===== src/rtl/quo_bin2bcd_if.sv =====
// Handshake and data bundle between a binary source (typically a divider)
// and the quotient/remainder BCD converter.
interface quo_bin2bcd_if #(
    parameter int W = 8,
    parameter int D = 3
);
    logic           start;
    logic [W-1:0]   quo;
    logic [W-1:0]   rmd;
    logic           ready;
    logic           done_tick;
    logic [4*D-1:0] quo_bcd;
    logic [4*D-1:0] rmd_bcd;

    modport master (
        output start, quo, rmd,
        input  ready, done_tick, quo_bcd, rmd_bcd
    );

    modport slave (
        input  start, quo, rmd,
        output ready, done_tick, quo_bcd, rmd_bcd
    );
endinterface


===== src/rtl/quo_bin2bcd.sv =====
// Dual-channel double-dabble converter: turns a W-bit quotient and remainder
// into packed BCD in exactly W shift cycles, then pulses done_tick once.
module quo_bin2bcd #(
    parameter int W = 8,
    parameter int D = 3
) (
    input  logic          clk,
    input  logic          reset,
    quo_bin2bcd_if.slave  bus
);
    localparam int CW = $clog2(W + 1);
    localparam int BW = 4 * D;

    typedef enum logic [1:0] {
        IDLE = 2'd0,
        OP   = 2'd1,
        DONE = 2'd2
    } state_t;

    state_t          r_state;
    state_t          w_stateNext;
    logic            w_ready;
    logic            w_done;
    logic            w_lastStep;

    logic [W-1:0]    r_quoBin;
    logic [W-1:0]    r_rmdBin;
    logic [BW-1:0]   r_quoWork;
    logic [BW-1:0]   r_rmdWork;
    logic [CW-1:0]   r_cnt;
    logic [BW-1:0]   r_quoBcd;
    logic [BW-1:0]   r_rmdBcd;

    logic [BW-1:0]   w_quoAdj;
    logic [BW-1:0]   w_rmdAdj;
    logic [BW+W-1:0] w_quoShift;
    logic [BW+W-1:0] w_rmdShift;

    // Each digit is adjusted on its own; no carry ever crosses into the next digit.
    function automatic logic [BW-1:0] dabbleAdjust(input logic [BW-1:0] v);
        logic [BW-1:0] res;
        res = v;
        for (int k = 0; k < D; k++) begin
            if (v[4*k +: 4] > 4'd4) begin
                res[4*k +: 4] = v[4*k +: 4] + 4'd3;
            end
        end
        return res;
    endfunction

    assign w_quoAdj   = dabbleAdjust(r_quoWork);
    assign w_rmdAdj   = dabbleAdjust(r_rmdWork);
    assign w_quoShift = {w_quoAdj, r_quoBin} << 1;
    assign w_rmdShift = {w_rmdAdj, r_rmdBin} << 1;

    // A counter of 0 while in OP is unreachable, but treating it as the last
    // step guarantees the block can never wrap and spin in OP.
    assign w_lastStep = (r_cnt <= CW'(1));

    always_ff @(posedge clk or negedge reset) begin
        if (!reset) begin
            r_state <= IDLE;
        end else begin
            r_state <= w_stateNext;
        end
    end

    always_comb begin
        w_stateNext = IDLE;
        w_ready     = 1'b0;
        w_done      = 1'b0;
        case (r_state)
            IDLE: begin
                w_ready     = 1'b1;
                w_stateNext = bus.start ? OP : IDLE;
            end
            OP: begin
                w_stateNext = w_lastStep ? DONE : OP;
            end
            DONE: begin
                w_done      = 1'b1;
                w_stateNext = IDLE;
            end
            default: begin
                w_stateNext = IDLE;
            end
        endcase
    end

    always_ff @(posedge clk or negedge reset) begin
        if (!reset) begin
            r_quoBin  <= '0;
            r_rmdBin  <= '0;
            r_quoWork <= '0;
            r_rmdWork <= '0;
            r_cnt     <= '0;
            r_quoBcd  <= '0;
            r_rmdBcd  <= '0;
        end else begin
            case (r_state)
                IDLE: begin
                    if (bus.start) begin
                        r_quoBin  <= bus.quo;
                        r_rmdBin  <= bus.rmd;
                        r_quoWork <= '0;
                        r_rmdWork <= '0;
                        r_cnt     <= CW'(W);
                    end
                end
                OP: begin
                    r_quoBin  <= w_quoShift[W-1:0];
                    r_rmdBin  <= w_rmdShift[W-1:0];
                    r_quoWork <= w_quoShift[BW+W-1:W];
                    r_rmdWork <= w_rmdShift[BW+W-1:W];
                    if (r_cnt != '0) begin
                        r_cnt <= r_cnt - 1'b1;
                    end
                    if (w_lastStep) begin
                        r_quoBcd <= w_quoShift[BW+W-1:W];
                        r_rmdBcd <= w_rmdShift[BW+W-1:W];
                    end
                end
                default: begin
                end
            endcase
        end
    end

    assign bus.ready     = w_ready;
    assign bus.done_tick = w_done;
    assign bus.quo_bcd   = r_quoBcd;
    assign bus.rmd_bcd   = r_rmdBcd;
endmodule


===== src/flat_wrapper.sv =====
// flat-port wrapper written by rule: the top's interface ports become plain ports
module quo_bin2bcd_flat 
#(
    parameter int W = 8,
    parameter int D = 3
)
  (clk, reset, bus_start, bus_quo, bus_rmd, bus_ready, bus_done_tick, bus_quo_bcd, bus_rmd_bcd);
  quo_bin2bcd_if #(.W(W), .D(D)) bus_i ();
  input  logic clk;
  input  logic reset;
  input wire logic [$bits(bus_i.start)-1:0] bus_start;
  input wire logic [$bits(bus_i.quo)-1:0] bus_quo;
  input wire logic [$bits(bus_i.rmd)-1:0] bus_rmd;
  output wire logic [$bits(bus_i.ready)-1:0] bus_ready;
  output wire logic [$bits(bus_i.done_tick)-1:0] bus_done_tick;
  output wire logic [$bits(bus_i.quo_bcd)-1:0] bus_quo_bcd;
  output wire logic [$bits(bus_i.rmd_bcd)-1:0] bus_rmd_bcd;
  assign bus_i.start = bus_start;
  assign bus_i.quo = bus_quo;
  assign bus_i.rmd = bus_rmd;
  assign bus_ready = bus_i.ready;
  assign bus_done_tick = bus_i.done_tick;
  assign bus_quo_bcd = bus_i.quo_bcd;
  assign bus_rmd_bcd = bus_i.rmd_bcd;
  quo_bin2bcd #(.W(W), .D(D)) u_core (.clk(clk), .reset(reset), .bus(bus_i));
endmodule

===== config.mk =====
export PLATFORM = sky130hd
export DESIGN_NAME = quo_bin2bcd_flat
export DESIGN_NICKNAME = d
export VERILOG_FILES = /design/src/rtl/quo_bin2bcd_if.sv /design/src/rtl/quo_bin2bcd.sv /design/src/flat_wrapper.sv
export SDC_FILE = /design/constraint.sdc
export NUM_CORES = 1
export LEC_CHECK = 0
export BUFFER_PORTS_ARGS = -buffer_cell sky130_fd_sc_hd__clkbuf_2
export CAP_MARGIN = 20
export CORE_MARGIN = 4
export CORE_UTILIZATION = 40
export DETAILED_ROUTE_END_ITERATION = 6
export HOLD_SLACK_MARGIN = 0.05
export PLACE_DENSITY_LB_ADDON = 0.3
export SYNTH_ARGS = -nofsm -noshare
export SYNTH_HDL_FRONTEND = slang
export SYNTH_SLANG_ARGS = --single-unit

===== constraint.sdc =====
create_clock -name clk -period 2.33 [get_ports clk]
set_clock_uncertainty 0.15 [all_clocks]
set_input_delay 0.466 -clock clk [delete_from_list [all_inputs] [get_ports clk]]
set_output_delay 0.466 -clock clk [all_outputs]
set_load 0.03 [all_outputs]

Word-level counts from Yosys, hierarchy flattened --
Index checks and enable logic that the tools add are counted.
Cells by class: add/sub/neg operators 7, multipliers 0, divide/modulo/power cells 0, order comparisons 7, eq/ne operators 4, shift-type cells 0, mux-type cells 21, bitwise operators 0, reduce and logical (&&, ||, !) cells 6
Operators by type and width (count):
- $pmux W12 S2 | 2
- $pmux W8 S2 | 2
- $gt A4 B3 Y1 const B | 6
- $mux W4 | 6
- $add A4 B2 Y4 const B | 4
- $mux W8 | 2
- $mux W12 | 1
- $pmux W4 S2 | 1
- $add A3 B2 Y3 const B | 2
- $mux W3 | 2
- $le A4 B1 Y1 const B | 1
- $pmux W2 S2 | 1
- $reduce_and A2 Y1 | 2
- $reduce_bool A4 Y1 | 1
- $sub A4 B1 Y4 const B | 1
- $mux W1 | 3
- $reduce_and A3 Y1 | 1
- $eq A2 B1 Y1 const B | 1
- $eq A2 B2 Y1 const B | 1
- $logic_not A2 Y1 | 1
- $mux W2 | 1
- $ne A2 B1 Y1 const B | 1
- $ne A2 B2 Y1 const B | 1
- $reduce_bool A2 Y1 | 1
Storage, ports and cells: register bits 70, bits in latches 0, bits in writable memories 0, ROM bits 0, input bits 19, output and inout port bits 26, memories 0

Logic depth before layout (Yosys ltp) --
Gate-level depths: netlist of the first run.
word-level depth 3, gate-level depth with buffers 7, depth with buffers taken out 6

Worst setup path after synthesis of the first run --
No wires, ideal clock.
kind register -> register, from register u_core.r_cnt[0], to register u_core.r_rmdBcd[4] (netlist: u_core.bus.rmd_bcd[4]), setup time 125 ps, arrival 1486 ps, path slack 569 ps, cell stages (with the launch flop) 8, buffers on the path 1, period minus slack after synthesis 1761 ps, path through dfrtp_1 > inv_1 > ha_1 > or2_1 > buf_4 > nand3_4 > inv_4 > mux2_4
Between the ends: longest elaborated chain between the ends 2
Ends and longest elaborated chain:
- from (decl) | line quo_bin2bcd.sv:30 | logic [CW-1:0] r_cnt;
- from (signal assigned) | line quo_bin2bcd.sv:107 | r_cnt <= CW'(W);
- from (signal assigned) | line quo_bin2bcd.sv:116 | r_cnt <= r_cnt - 1'b1;
- $le A4 B1 Y1 | line quo_bin2bcd.sv:58 | assign w_lastStep = (r_cnt <= CW'(1));
- $reduce_and A2 Y1 (no line)
- to (signal assigned) | line quo_bin2bcd.sv:120 | r_rmdBcd <= w_rmdShift[BW+W-1:W];
- to (decl) | line quo_bin2bcd.sv:32 | logic [BW-1:0] r_rmdBcd;
No other way between the ends. A chain may end at the register's enable or synchronous reset.

Final worst setup path of the first run --
Ends and elaborated chain as after synthesis.

==> flow_summary_export.csv, run 1 <==
group,metric,value,unit
final_layout,regArea,1750,um^2
synthesis,syn_avg_cell_area,10.0,um^2
sta,hold_viol_final,0,
placed_design,dp_hpwl,5480,um
clock_tree,cts_tree,"built",
floorplanning,core-area,8760,um^2
synthesis,synth_cells,361,
synthesis,yosysWarningCount,0,
pwr,power_density,1580,nW/um^2
sta,fin_tns_setup,0,ns
floorplanning,die_h,103,um
pwr,switching_share,47.1,%
floorplanning,rows,34,
floorplanning,die_x,103,um
final_layout,drive_gt1_share,20.4,%
final_layout,fillCellCount,831,
grt,grt_pass1_vias,2812,
sta,fin_crit_sh,90.5,%
clock_tree,path_clk_slew,0.08,ns
route,drt-initial-drc-count,136,
pwr,p_sw,0.00304,W
clock_tree,cts_setup_buffers,0,
clock_tree,cts_buffer_depth,2,
critical_path,path_class,"reg2reg",
clock_tree,h-tree-depth,3,
pwr,peakVddDrop,633,uV
pwr,power,0.00646,W
route,first_pass_iters,5,
job,maxCapViolCount,0,
synthesis,synthesis.area,3620,um^2
worst_hold_path,hold_class,"in2reg",
final_layout,insertedDiodeCount,0,
placed_design,place.gp.congestion,0.830,
clock_tree,ctsResizeCount,0,
critical_path,worstPathArrival,2.19,ns
synthesis,ys_seq_area_share,48.4,%
synthesis,synth-seq-cells,70,
placed_design,dp_cells,498,
critical_path,ff2ff_path_depth,6,
sta,fmax,474,MHz
floorplanning,dieArea,10600,um^2
clock_tree,cts_buffers,9,
placed_design,portBuffers,44,
synthesis,syn_nets,394,
critical_path,end_kind,"flop",
route,ant_nets,0,
grt,overflow,0,
route,post_drt_wl_per_cell,15.7,um
critical_path,startpoint_type,"flop",
grt,grt_pass1_wl,13700,um
grt,grt_start_max_net_pins,71,
floorplanning,pin_count,45,
sta,min_period,2.11,ns
final_layout,fin_nets,435,
pwr,clkPwrFrac,13.7,%
clock_tree,insertion_delay,0.35,ns
synthesis,ys_types,38,
worst_hold_path,min_path_cells,3,
route,drc,0,
pwr,p_leak,1.82,nW
clock_tree,root_buffer,"clkbuf_8",
final_layout,areaGrowthSynthToFinish,12.6,%
critical_path,required,2.42,ns
clock_tree,clock-sinks,70,
grt,antenna_found_initial,0,
run_status,status,"finished, final reports clean",
clock_tree,cts_hold_buffers,1,
route,vias,2790,
grt,grt.total_usage,16.5,%
floorplanning,initial_core_util,41.3,%
pwr,seq_power_share,34.9,%
sta,grt_setup_unrepaired,"false",
pwr,p_int,0.00342,W
final_layout,fin_cells,515,
route,wirelength,8070,um
route,vias_per_cell,5.42,
sta,relSlewSlack,51.3,%
sta,slew_violations,0,
pwr,combPwrFrac,51.4,%
sta,setup_viol,0,
final_layout,multiInputGateArea,1620,um^2
sta,tightestPinTransition,0.731,ns
critical_path,crit_fanout,16,
-- power by group through the flow --
stage          clock network [W]  registers, W  logic (W)
6_report                0.000884       0.00225    0.00332
5_1_grt                 0.000967       0.00234    0.00369
4_1_cts                 0.000908       0.00226    0.00335
3_5_place_dp                   0       0.00228    0.00334
3_3_place_gp                   0       0.00226    0.00327
2_1_floorplan                  0       0.00249    0.00234
-- through the flow --
step | area [um^2] | worst slack, ns | hold WS, ns | utilization [%]
finish | 4080 | 0.222 | 0.189 | 46.5
floorplan | 3620 | 0.569 | 0.0204 | -
global placement | 3890 | 0.301 | 0.336 | 44.4
CTS | 4080 | 0.214 | 0.180 | 46.5
detailed placement | 3890 | 0.225 | 0.350 | 44.4
global route | 4080 | 0.0935 | 0.188 | 46.5
-- worst paths after layout --
kind	from	slack [ns]	endpoint
max	u_core.r_cnt[0]$_DFFE_PN0P_	0.22	u_core.bus.rmd_bcd[4]$_DFFE_PN0P_
min	bus_rmd[1]	0.19	u_core.r_rmdBin[1]$_DFFE_PN0P_
max reg2reg	u_core.r_cnt[0]$_DFFE_PN0P_	0.22	u_core.bus.rmd_bcd[4]$_DFFE_PN0P_
min in group asynchronous	reset	0.50	u_core.bus.quo_bcd[9]$_DFFE_PN0P_
min reg2reg	u_core.bus.rmd_bcd[0]$_DFFE_PN0P_	0.36	u_core.bus.rmd_bcd[0]$_DFFE_PN0P_
max in group asynchronous	reset	1.21	u_core.r_rmdWork[1]$_DFFE_PN0P_
-- cell usage after synthesis --
library cell	number	area share, %
dfrtp_1	70	48
nand2_1	46	4.8
o31ai_1	31	6.4
nor2_1	27	2.8
a31oi_1	26	4.5
inv_1	19	2.0
ha_1	14	4.8
nor2b_1	14	2.4
o21ai_0	13	1.8
nor3_1	12	1.7
o21a_1	12	2.5
a21oi_1	8	1.1
o22ai_1	8	1.4
buf_6	7	2.2
buf_2	6	0.83
o32ai_1	6	1.5
mux2i_1	5	1.4
a22o_1	4	0.97
buf_4	4	0.83
clkbuf_1	4	0.41
mux2_2	4	1.2
mux2_4	2	0.83
nand2b_1	2	0.35
nand3_1	2	0.28
or2_1	2	0.35
a2111o_1	1	0.31
buf_1	1	0.10
buf_8	1	0.41
inv_4	1	0.17
nand3_4	1	0.48
nor2_4	1	0.31
nor2b_4	1	0.38
nor3b_4	1	0.52
o21bai_2	1	0.31
o31ai_2	1	0.35
o31ai_4	1	0.59
or3_1	1	0.17
or3b_1	1	0.24
-- cells in the final DEF (no fill, tap or decap), drive strengths merged, types with 8 or more instances in the layout --
cell type  instances
ha                14
buf                9
o31ai             33
o21ai             13
o22ai              8
nor2b             15
nor3              12
dfrtp             70
nor2              28
nand2             46
inv               20
a31oi             26
o21a              12
clkbuf            53
a21oi              8
-- flip-flops by register name, summed over array words and instances (netlist names) --
name and cells:
u_core.bus.quo_bcd 12, u_core.bus.rmd_bcd 12, u_core.r_cnt 4, u_core.r_quoBin 8, u_core.r_quoWork 12, u_core.r_rmdBin 8
u_core.r_rmdWork 12, u_core.r_state 2
-- layout make-up --
class | count | area share, %
flip-flops and latches | 70 | 43.0
multi-input cells | 248 | 39.8
repair buffers | 53 | 7.74
clock buffers | 10 | 3.38
well taps | 108 | 3.32
inverters | 20 | 1.90
clock inverters | 6 | 0.921
-- critical path, stage by stage (launching register included) --
cell and delay [ns]:
dfrtp_1 0.42, inv_1 0.08, ha_1 0.22, or2_1 0.32, nand3_4 0.28, inv_4 0.21, mux2_4 0.31
-- logic make-up (layout without fill, tap and decap cells) --
logic type | Yosys count | after routing | share of synthesized area (%)
AO/OA/AOI/OAI | 112 | 112 | 21.7
flip-flops | 70 | 70 | 48.4
multiplexers | 11 | 11 | 3.46
AND/OR/NAND/NOR | 111 | 111 | 14.7
adder cells (fa/ha/maj) | 14 | 14 | 4.84
buffers and inverters | 43 | 89 | 6.91
-- per-layer routing --
metal	vias up	share of wire (%)	GRT usage, %
li1	1377	-	-
met1	1341	47	21.9
met2	66	46	26.2
met3	6	6.4	5.68
met4	0	0.79	3.88
met5	-	0	0
Power figures use the tool's default switching activity.
==> run 2, diff against run 1 <==
ABC_AREA = 1   (was not set)
CTS_CLUSTER_SIZE = 30   (was not set)
==> run 2 against run 1 <==
Net effect:
- global-route usage shrank 2.0 points
- total power shrank 9.7%
- combinational power down 11%
- first-iteration DRC count down 19%
- critical endpoint is now u_core.bus.rmd_bcd[11]$_DFFE_PN0P_
==> flow_summary_export.csv, run 2 <==
group,metric,value,unit
run_status,status,"finished, final reports clean",
clock_tree,insertion_delay,0.34,ns
route,drt-initial-drc-count,110,
job,maxCapViolCount,0,
pwr,power_density,1400,nW/um^2
clock_tree,clock-sinks,70,
floorplanning,dieArea,10800,um^2
pwr,p_leak,2.45,nW
worst_hold_path,min_from,"bus_rmd[0]",
synthesis,synth-seq-cells,70,
synthesis,synth_top_cell_by_area,"dfrtp_1",
sta,min_period,1.83,ns
synthesis,syn_avg_cell_area,7.45,um^2
final_layout,utilization,47.1,%
pwr,p_int,0.00306,W
synthesis,async_flop_share,100,%
critical_path,path_class,"reg2reg",
route,vias,3007,
final_layout,areaGrowthSynthToFinish,13.3,%
clock_tree,cts_buffers,9,
final_layout,final_cell_mix,"nand2_1, dfrtp_1, inv_1",
pwr,peakVddDrop,555,uV
synthesis,synth_cells,494,
clock_tree,path_clk_slew,0.07,ns
pwr,clkPwrFrac,15.1,%
synthesis,synth.area.top_cells,"dfrtp_1, nand2_1, inv_1",
sta,relSlewSlack,62.7,%
sta,fin_tns_setup,0,ns
floorplanning,initial_core_util,41.6,%
clock_tree,cts_buffer_depth,2,
final_layout,insertedDiodeCount,0,
pwr,p_sw,0.00277,W
synthesis,synth_top_area_share,47.6,%
synthesis,ys.flop_type,"dfrtp_1",
sta,fmax,545,MHz
final_layout,multiInputGateArea,1560,um^2
clock_tree,h-tree-depth,3,
clock_tree,cts_setup_buffers,0,
grt,overflow,0,
critical_path,required,2.45,ns
floorplanning,core-area,8850,um^2
floorplanning,rows,34,
placed_design,portBuffers,44,
critical_path,r2r_start,"u_core.r_cnt[0]$_DFFE_PN0P_",
route,vias_per_cell,4.61,
floorplanning,pin_count,45,
clock_tree,cts_tree,"built",
sta,hold_viol_final,0,
sta,tightestPinTransition,0.559,ns
critical_path,startpoint,"u_core.r_cnt[0]$_DFFE_PN0P_",
route,wirelength,7320,um
clock_tree,root_buffer,"clkbuf_8",
synthesis,ys_seq_area_share,47.6,%
critical_path,crit_fanout,22,
final_layout,postLayoutCellArea,4170,um^2
final_layout,drive_gt1_share,14.9,%
synthesis,synthesis.area,3680,um^2
grt,grt.total_usage,14.5,%
placed_design,place.gp.congestion,0.773,
sta,grt_setup_unrepaired,"false",
floorplanning,die_h,104,um
grt,grt_pass1_wl,13200,um
grt,antenna_found_initial,0,
placed_design,dp_hpwl,5170,um
critical_path,end_kind,"flop",
pwr,switching_share,47.5,%
worst_hold_path,hold_class,"in2reg",
sta,fin_crit_sh,78.7,%
route,drc,0,
final_layout,regArea,1750,um^2
synthesis,synth_common_cells,"nand2_1, dfrtp_1, inv_1",
final_layout,fillCellCount,880,
synthesis,yosys.cell_count.top_type,"nand2_1",
route,first_pass_iters,4,
grt,grt_pass1_vias,3015,
synthesis,ys_types,20,
final_layout,mostFrequentLayoutCell,"nand2_1",
sta,setup_viol,0,
critical_path,worstPathArrival,1.96,ns
route,ant_nets,0,
critical_path,startpoint_type,"flop",
route,post_drt_wl_per_cell,11.2,um
synthesis,syn_nets,527,
synthesis,synth_edf_count,0,
pwr,seq_power_share,34.1,%
synthesis,yosysWarningCount,0,
grt,grt_start_max_net_pins,37,
final_layout,fin_nets,574,
sta,slew_violations,0,
floorplanning,die_x,104,um
placed_design,placed_area,3980,um^2
pwr,combPwrFrac,50.7,%
sta,holdWs,0.223,ns
run 2: cell count changes in the layout (fill, tap and decap cells not counted), moves of 8 or more:
cell / change
nand2_1: +190
inv_1: +47
o21a_1: -12
nor2_1: -23
nand2_2: +9
o21ai_0: +20
o31ai_1: -31
nor2b_1: -14
a21oi_1: -8
nand3_1: +28
nor3_1: -12
a31oi_1: -26
run 2: power groups by stage:
stage / logic, W / clock network, W / registers, W
2_1_floorplan: 0.00210 / 0 / 0.00226
3_3_place_gp: 0.00289 / 0 / 0.00201
3_5_place_dp: 0.00298 / 0 / 0.00202
4_1_cts: 0.00300 / 0.000914 / 0.00200
5_1_grt: 0.00343 / 0.000959 / 0.00206
6_report: 0.00296 / 0.000883 / 0.00199
run 2: final cells by class:
class                           count  share of cell area, %
Sequential cell                    70                   42.0
Multi-Input combinational cell    341                   37.5
Timing Repair Buffer               50                   6.72
Inverter                           69                   6.33
Clock buffer                       13                   4.05
Tap cell                          108                   3.24
Clock inverter                      1                  0.120
run 2: path summary, 6_finish.rpt:
path                       slack [ns]  cells after the start                                 end
max in group asynchronous        0.94                      3   u_core.bus.quo_bcd[6]$_DFFE_PN0P_
max                              0.50                      8  u_core.bus.rmd_bcd[11]$_DFFE_PN0P_
min in group asynchronous        0.50                      2   u_core.bus.rmd_bcd[9]$_DFFE_PN0P_
min                              0.22                      3      u_core.r_rmdBin[0]$_DFFE_PN0P_
max reg2reg                      0.50                      8  u_core.bus.rmd_bcd[11]$_DFFE_PN0P_
min reg2reg                      0.33                      2   u_core.bus.rmd_bcd[9]$_DFFE_PN0P_
run 2: worst max-delay path, cell delays in order (launching register included):
cell	delay, ns
dfrtp_1	0.41
inv_1	0.11
ha_1	0.22
nor2_1	0.06
nor2_2	0.19
nand2_4	0.18
inv_4	0.28
nand2_1	0.10
nand2_1	0.07
run 2: through the flow:
stage	power (W)	setup slack, ns	instances
2_1_floorplan	0.00436	0.834	494
3_3_place_gp	0.00490	0.534	637
3_5_place_dp	0.00500	0.501	637
4_1_cts	0.00591	0.475	652
5_1_grt	0.00645	0.333	652
6_report	0.00583	0.496	652
run 2: kinds of logic (layout without fill, tap and decap cells):
family                   count (synthesis)  count (layout)  synth area share, %
flip-flops                              70              70                 47.6
AO/OA/AOI/OAI                           40              40                 5.51
AND/OR/NAND/NOR                        286             286                 32.0
adder cells (fa/ha/maj)                 14              14                 4.76
buffers and inverters                   83             133                 9.93
XOR/XNOR                                 1               1                0.238
run 2: per-layer routing:
layer,global-route usage (%),vias up,share of wire (%)
met4,4.65,0,1.4
met1,18.7,1349,47
met3,3.85,9,5.0
met2,23.9,61,47
met5,0,-,0
li1,-,1588,-
run 2: timing repair:
item / CTS / global route
endpoints found under the hold margin: 21 / 0
hold buffers: 1 / 0
resized for setup: 0 / 0
